$ cat config.mk
export PLATFORM = sky130hd
export DESIGN_NAME = imm_ext_fifo
export DESIGN_NICKNAME = d
export VERILOG_FILES = /design/src/rtl/ext_pkg.sv /design/src/rtl/ext_core.sv /design/src/rtl/imm_ext_fifo.sv
export SDC_FILE = /design/constraint.sdc
export NUM_CORES = 1
export LEC_CHECK = 0
export CAP_MARGIN = 0
export CORE_MARGIN = 3
export CORE_UTILIZATION = 47
export DETAILED_ROUTE_END_ITERATION = 8
export HOLD_SLACK_MARGIN = 0.05
export PLACE_DENSITY = 0.76
export RECOVER_POWER = 100
export REMOVE_ABC_BUFFERS = 1
export SYNTH_ARGS = -nofsm -noshare
export SYNTH_HDL_FRONTEND = slang
export SYNTH_SLANG_ARGS = --single-unit
export TNS_END_PERCENT = 100
$ cat constraint.sdc
create_clock -name clk -period 3.72 [get_ports clk]
set_clock_uncertainty 0.15 [all_clocks]
set_input_delay 0.558 -clock clk [delete_from_list [all_inputs] [get_ports clk]]
set_output_delay 0.558 -clock clk [all_outputs]
set_load 0.01 [all_outputs]
$ cat src/rtl/ext_pkg.sv
// Shared definitions for the immediate extender: opcode width, opcode
// encodings and a legality helper used by the extension core.
package ext_pkg;

  localparam int EXTOP_W = 3;

  typedef logic [EXTOP_W-1:0] extop_t;

  localparam extop_t EXTOP_UNSIGNED = 3'd0;
  localparam extop_t EXTOP_SIGNED   = 3'd1;
  localparam extop_t EXTOP_INST     = 3'd2;
  localparam extop_t EXTOP_LUI      = 3'd3;
  localparam extop_t EXTOP_BRANCH   = 3'd4;

  // Opcodes above BRANCH are reserved and flagged as illegal.
  function automatic logic is_legal_op(input extop_t op);
    return (op <= EXTOP_BRANCH);
  endfunction

endpackage

$ cat src/rtl/ext_core.sv
// Combinational immediate extension: maps an IN_W-bit immediate and an
// extension opcode to an OUT_W-bit value plus an illegal-opcode flag.
module ext_core
  import ext_pkg::*;
#(
  parameter int IN_W     = 16,
  parameter int OUT_W    = 32,
  parameter int BR_SHIFT = 2
) (
  input  logic [IN_W-1:0]    in_imm,
  input  logic [EXTOP_W-1:0] in_op,
  output logic [OUT_W-1:0]   ext_value,
  output logic               op_illegal
);

  logic [OUT_W-1:0] zext_s;
  logic [OUT_W-1:0] sext_s;

  // Build zero- and sign-extended forms without zero-width replications,
  // so OUT_W == IN_W remains a legal configuration.
  always_comb begin
    zext_s             = OUT_W'(in_imm);
    sext_s             = {OUT_W{in_imm[IN_W-1]}};
    sext_s[IN_W-1:0]   = in_imm;
  end

  // Select the extension form by opcode; reserved opcodes zero-extend.
  always_comb begin
    ext_value  = '0;
    op_illegal = !is_legal_op(in_op);
    case (in_op)
      EXTOP_UNSIGNED: ext_value = zext_s;
      EXTOP_SIGNED:   ext_value = sext_s;
      EXTOP_INST:     ext_value = '0;
      EXTOP_LUI:      ext_value = zext_s << (OUT_W - IN_W);
      EXTOP_BRANCH:   ext_value = sext_s << BR_SHIFT;
      default:        ext_value = zext_s;
    endcase
  end

endmodule

$ cat src/rtl/imm_ext_fifo.sv
// Buffered immediate extender. Extension happens at the input; a DEPTH-entry
// FIFO of OUT_W-bit results decouples decode from the ALU-source mux.
// Optional macro EXT_TRACE_EN adds simulation-only push/flush trace output.
module imm_ext_fifo
  import ext_pkg::*;
#(
  parameter int IN_W     = 16,
  parameter int OUT_W    = 32,
  parameter int BR_SHIFT = 2,
  parameter int DEPTH    = 2
) (
  input  logic                     clk,
  input  logic                     rst,
  input  logic                     flush,
  input  logic                     in_valid,
  output logic                     in_ready,
  input  logic [IN_W-1:0]          in_imm,
  input  logic [EXTOP_W-1:0]       in_op,
  output logic                     out_valid,
  input  logic                     out_ready,
  output logic [OUT_W-1:0]         out_imm,
  output logic [$clog2(DEPTH):0]   count,
  output logic                     illegal
);

  localparam int AW = $clog2(DEPTH);
  localparam int CW = AW + 1;

  logic [OUT_W-1:0] mem_r [DEPTH];
  logic [AW-1:0]    wr_ptr_r;
  logic [AW-1:0]    rd_ptr_r;
  logic [CW-1:0]    count_r;
  logic             illegal_r;

  logic [OUT_W-1:0] ext_value_s;
  logic             op_illegal_s;
  logic             push_s;
  logic             pop_s;

  ext_core #(
    .IN_W     (IN_W),
    .OUT_W    (OUT_W),
    .BR_SHIFT (BR_SHIFT)
  ) u_core (
    .in_imm     (in_imm),
    .in_op      (in_op),
    .ext_value  (ext_value_s),
    .op_illegal (op_illegal_s)
  );

  // Handshake qualifiers and head-entry presentation; all outputs come from
  // registered state, so a full FIFO stays closed even during a pop.
  always_comb begin
    in_ready  = (count_r != CW'(DEPTH));
    out_valid = (count_r != {CW{1'b0}});
    push_s    = in_valid & in_ready;
    pop_s     = out_valid & out_ready;
    count     = count_r;
    illegal   = illegal_r;
    if (out_valid) begin
      out_imm = mem_r[rd_ptr_r];
    end else begin
      out_imm = '0;
    end
  end

  // Pointer, occupancy and sticky-flag state; flush beats push and pop.
  always_ff @(posedge clk or negedge rst) begin
    if (!rst) begin
      wr_ptr_r  <= '0;
      rd_ptr_r  <= '0;
      count_r   <= '0;
      illegal_r <= 1'b0;
    end else begin
      if (push_s && op_illegal_s) begin
        illegal_r <= 1'b1;
      end else begin
        illegal_r <= illegal_r;
      end
      if (flush) begin
        wr_ptr_r <= '0;
        rd_ptr_r <= '0;
        count_r  <= '0;
      end else begin
        if (push_s) begin
          wr_ptr_r <= wr_ptr_r + AW'(1);
        end else begin
          wr_ptr_r <= wr_ptr_r;
        end
        if (pop_s) begin
          rd_ptr_r <= rd_ptr_r + AW'(1);
        end else begin
          rd_ptr_r <= rd_ptr_r;
        end
        case ({push_s, pop_s})
          2'b10:   count_r <= count_r + CW'(1);
          2'b01:   count_r <= count_r - CW'(1);
          default: count_r <= count_r;
        endcase
      end
    end
  end

  // Storage write; contents need no reset since count gates visibility.
  always_ff @(posedge clk) begin
    if (push_s && !flush) begin
      mem_r[wr_ptr_r] <= ext_value_s;
    end
  end

`ifdef EXT_TRACE_EN
  // Simulation trace of accepted immediates and flushes that drop entries.
  always_ff @(posedge clk) begin
    if (rst && push_s) begin
      $display("EXT in: %x, op: %d, out: %x", in_imm, in_op, ext_value_s);
    end
    if (rst && flush && (count_r != {CW{1'b0}})) begin
      $display("EXT flush: %d dropped", count_r);
    end
  end
`else
  // Trace output disabled; behaviour is otherwise identical.
`endif

endmodule

==> metrics.yaml <==
global_routing:
  grt-ovfl-total: 0
  grt_pass1_vias: 2163
  antenna_found_initial: 0
  grt_pass1_wl_um: 10450
  grt_max_degree: 35
  track_usage_pct: 18.24
die:
  rows: 29
  start_util_pct: 49.25
  ios: 61
  placeableCoreArea_mm2: 0.006422
  die_w_um: 88.04
  fp.dieH_um: 88.04
  dieArea_mm2: 0.007750
critical_path:
  start_kind: "flop"
  crit_type: "flop to output port"
  arrival_ps: 2470
  crit_required_ps: 3010
  timing.rr.start: "count[1]"
  startpoint: "rd_ptr_r"
  end_kind: "output port"
  path_max_fanout: 17
finish:
  area_growth_pct: 27.93
  insertedDiodeCount: 0
  final_layout_size_suffix_gt1_share_pct: 7.000
  fin_nets: 319
  fillers: 502
  layout.area.seq_mm2: 0.002047
  fin_cells: 377
  fin_util_pct: 63.00
  multi_input_area_mm2: 0.001011
  final_cell_area_mm2: 0.004046
power_and_ir_drop:
  ir_drop_mv: 0.1988
  total_power_mw: 1.817
  power.density_mw_per_mm2: 449.1
  p_leak_nw: 1.565
place:
  globalplace.congestion: 0.7790
  pre_cts_slack_ps: 923.4
  dp_hpwl_um: 4332
  dp.cells: 361
  place_area_mm2: 0.003860
  io_buffers: 60
drt:
  wl_um: 6499
  drtIter0Drc: 123
  viasPerCell: 5.488
  vias: 2069
  route.detailed.drc: 0
  wl_per_cell_um: 17.24
  first_pass_iters: 4
  postRouteAntennaNets: 0
sta:
  finalCritPeriodShare_pct: 85.42
  min_period_ps: 3177
  rsz0062_at_grt: "false"
  slew_violations: 0
  hold_slack_ps: 361.1
  tns_ps: 0
  setup_violations: 0
  tightest_slew_ps: 1278
  max_freq_mhz: 314.7
  setup_slack_ps: 542.5
  maxSlewHeadroom_pct: 14.83
  report.final.hold_viol_count: 0
synthesis:
  yosysMostFrequentCell: "edfxtp_1"
  yosysSeqAreaShare_pct: 64.72
  avgSynthCellArea_um2: 13.63
  ys_ff_latch: 69
  synth_edf_count: 64
  synthTopCellsByArea: "edfxtp_1 (61%), mux2i_1 (11%), a22o_1 (7.8%)"
  syn_inst: 232
  synthArstFlopShare_pct: 7.246
  yosysTopAreaCellShare_pct: 60.76
  ys_warn_count: 0
  netlist_area_mm2: 0.003163
  synth_common_cells: "edfxtp_1 (64), nor2_1 (36), mux2i_1 (34)"
  yosys_most_used_dff: "edfxtp_1"
  synth_cell_types: 31
  yosys.area.top_type: "edfxtp_1"
clock_tree:
  post_cts_resized: 0
  cts_tree: "built"
  root_buffer: "clkbuf_8"
  cts_hold_buf: 0
  htree_levels: 3
  cts_buffers: 9
  clockBufferDepth: 2
  path_clk_slew_ps: 70
  clock_latency_ps: 330
  post-cts-setup-buffer-count: 0
  clock_sinks: 69
min_path:
  hold_path.class: "input port to async pin"
run:
  cap_viol_max_count: 0
outcome:
  run_status: "finished, final reports clean"
path summary, 6_finish.rpt:
| check | endpoint | slack, ps | depth (start not counted) |
|---|---|---|---|
| setup reg to reg | mem_r[1][22] | 1170 | 5 |
| max in group asynchronous | count[0] | 2860 | 1 |
| hold reg to reg | illegal | 370 | 1 |
| setup / recovery | out_imm[2] | 540 | 4 |
| min in group clk | illegal | 370 | 1 |
| hold / removal | illegal | 360 | 1 |
per-layer routing:
| layer | vias to the layer above | wire (um) | global-route usage (%) |
|---|---|---|---|
| li1 | 1003 | - | - |
| met1 | 1004 | 2773 | 22.87 |
| met2 | 56 | 3373 | 30.75 |
| met3 | 6 | 291 | 3.763 |
| met4 | 0 | 60 | 7.830 |
| met5 | - | 0 | 0 |
state kept, by name, summed over array words and instances (netlist names):
| register | flops |
|---|---|
| mem_r | 64 |
| count | 2 |
| illegal | 1 |
| rd_ptr_r | 1 |
| wr_ptr_r | 1 |
critical path: stages, from the launching register on:
cell and delay (ps):
dfrtp_1 1000, buf_12 270, mux2i_1 190, nor2_1 50, dlygate4sd3_1 620
layout by cell type (no fill, tap or decap), drive strengths merged, types with 3 or more instances in the layout:
cell type / n
clkbuf: 14
nand2: 3
o21ai: 5
a21o: 14
a21oi: 3
mux2i: 34
buf: 4
edfxtp: 64
clkinv: 4
dlygate4sd3: 32
dfrtp: 5
clkdlybuf4s50: 28
inv: 5
a22o: 28
nor2: 37
power by group:
part           total (mW)  leakage, nW  switching [mW]  internal [mW]
clock network       0.652        0.110           0.274          0.378
registers           0.907        0.660          0.0185          0.888
logic               0.259        0.795           0.130          0.129
layout make-up:
cell class                 count  area share, %
clock buffer                  10          3.154
timing repair buffer          68          16.26
clock inverter                 6          2.165
inverter                       5         0.4638
tap                           77          2.381
multi-input combinational    142          24.98
sequential                    69          50.59
cell families (layout without fill, tap and decap cells):
family,after synthesis,count (layout),synth area share [%]
AOI/OAI and AO/OA,54,54,13.37
DFF,69,69,64.72
buffers and inverters,21,89,3.322
and+or+nand+nor,52,52,7.279
xor gates and xnor gates,2,2,0.5539
muxes,34,34,10.76
No activity file was read; power rests on OpenSTA's default activity.
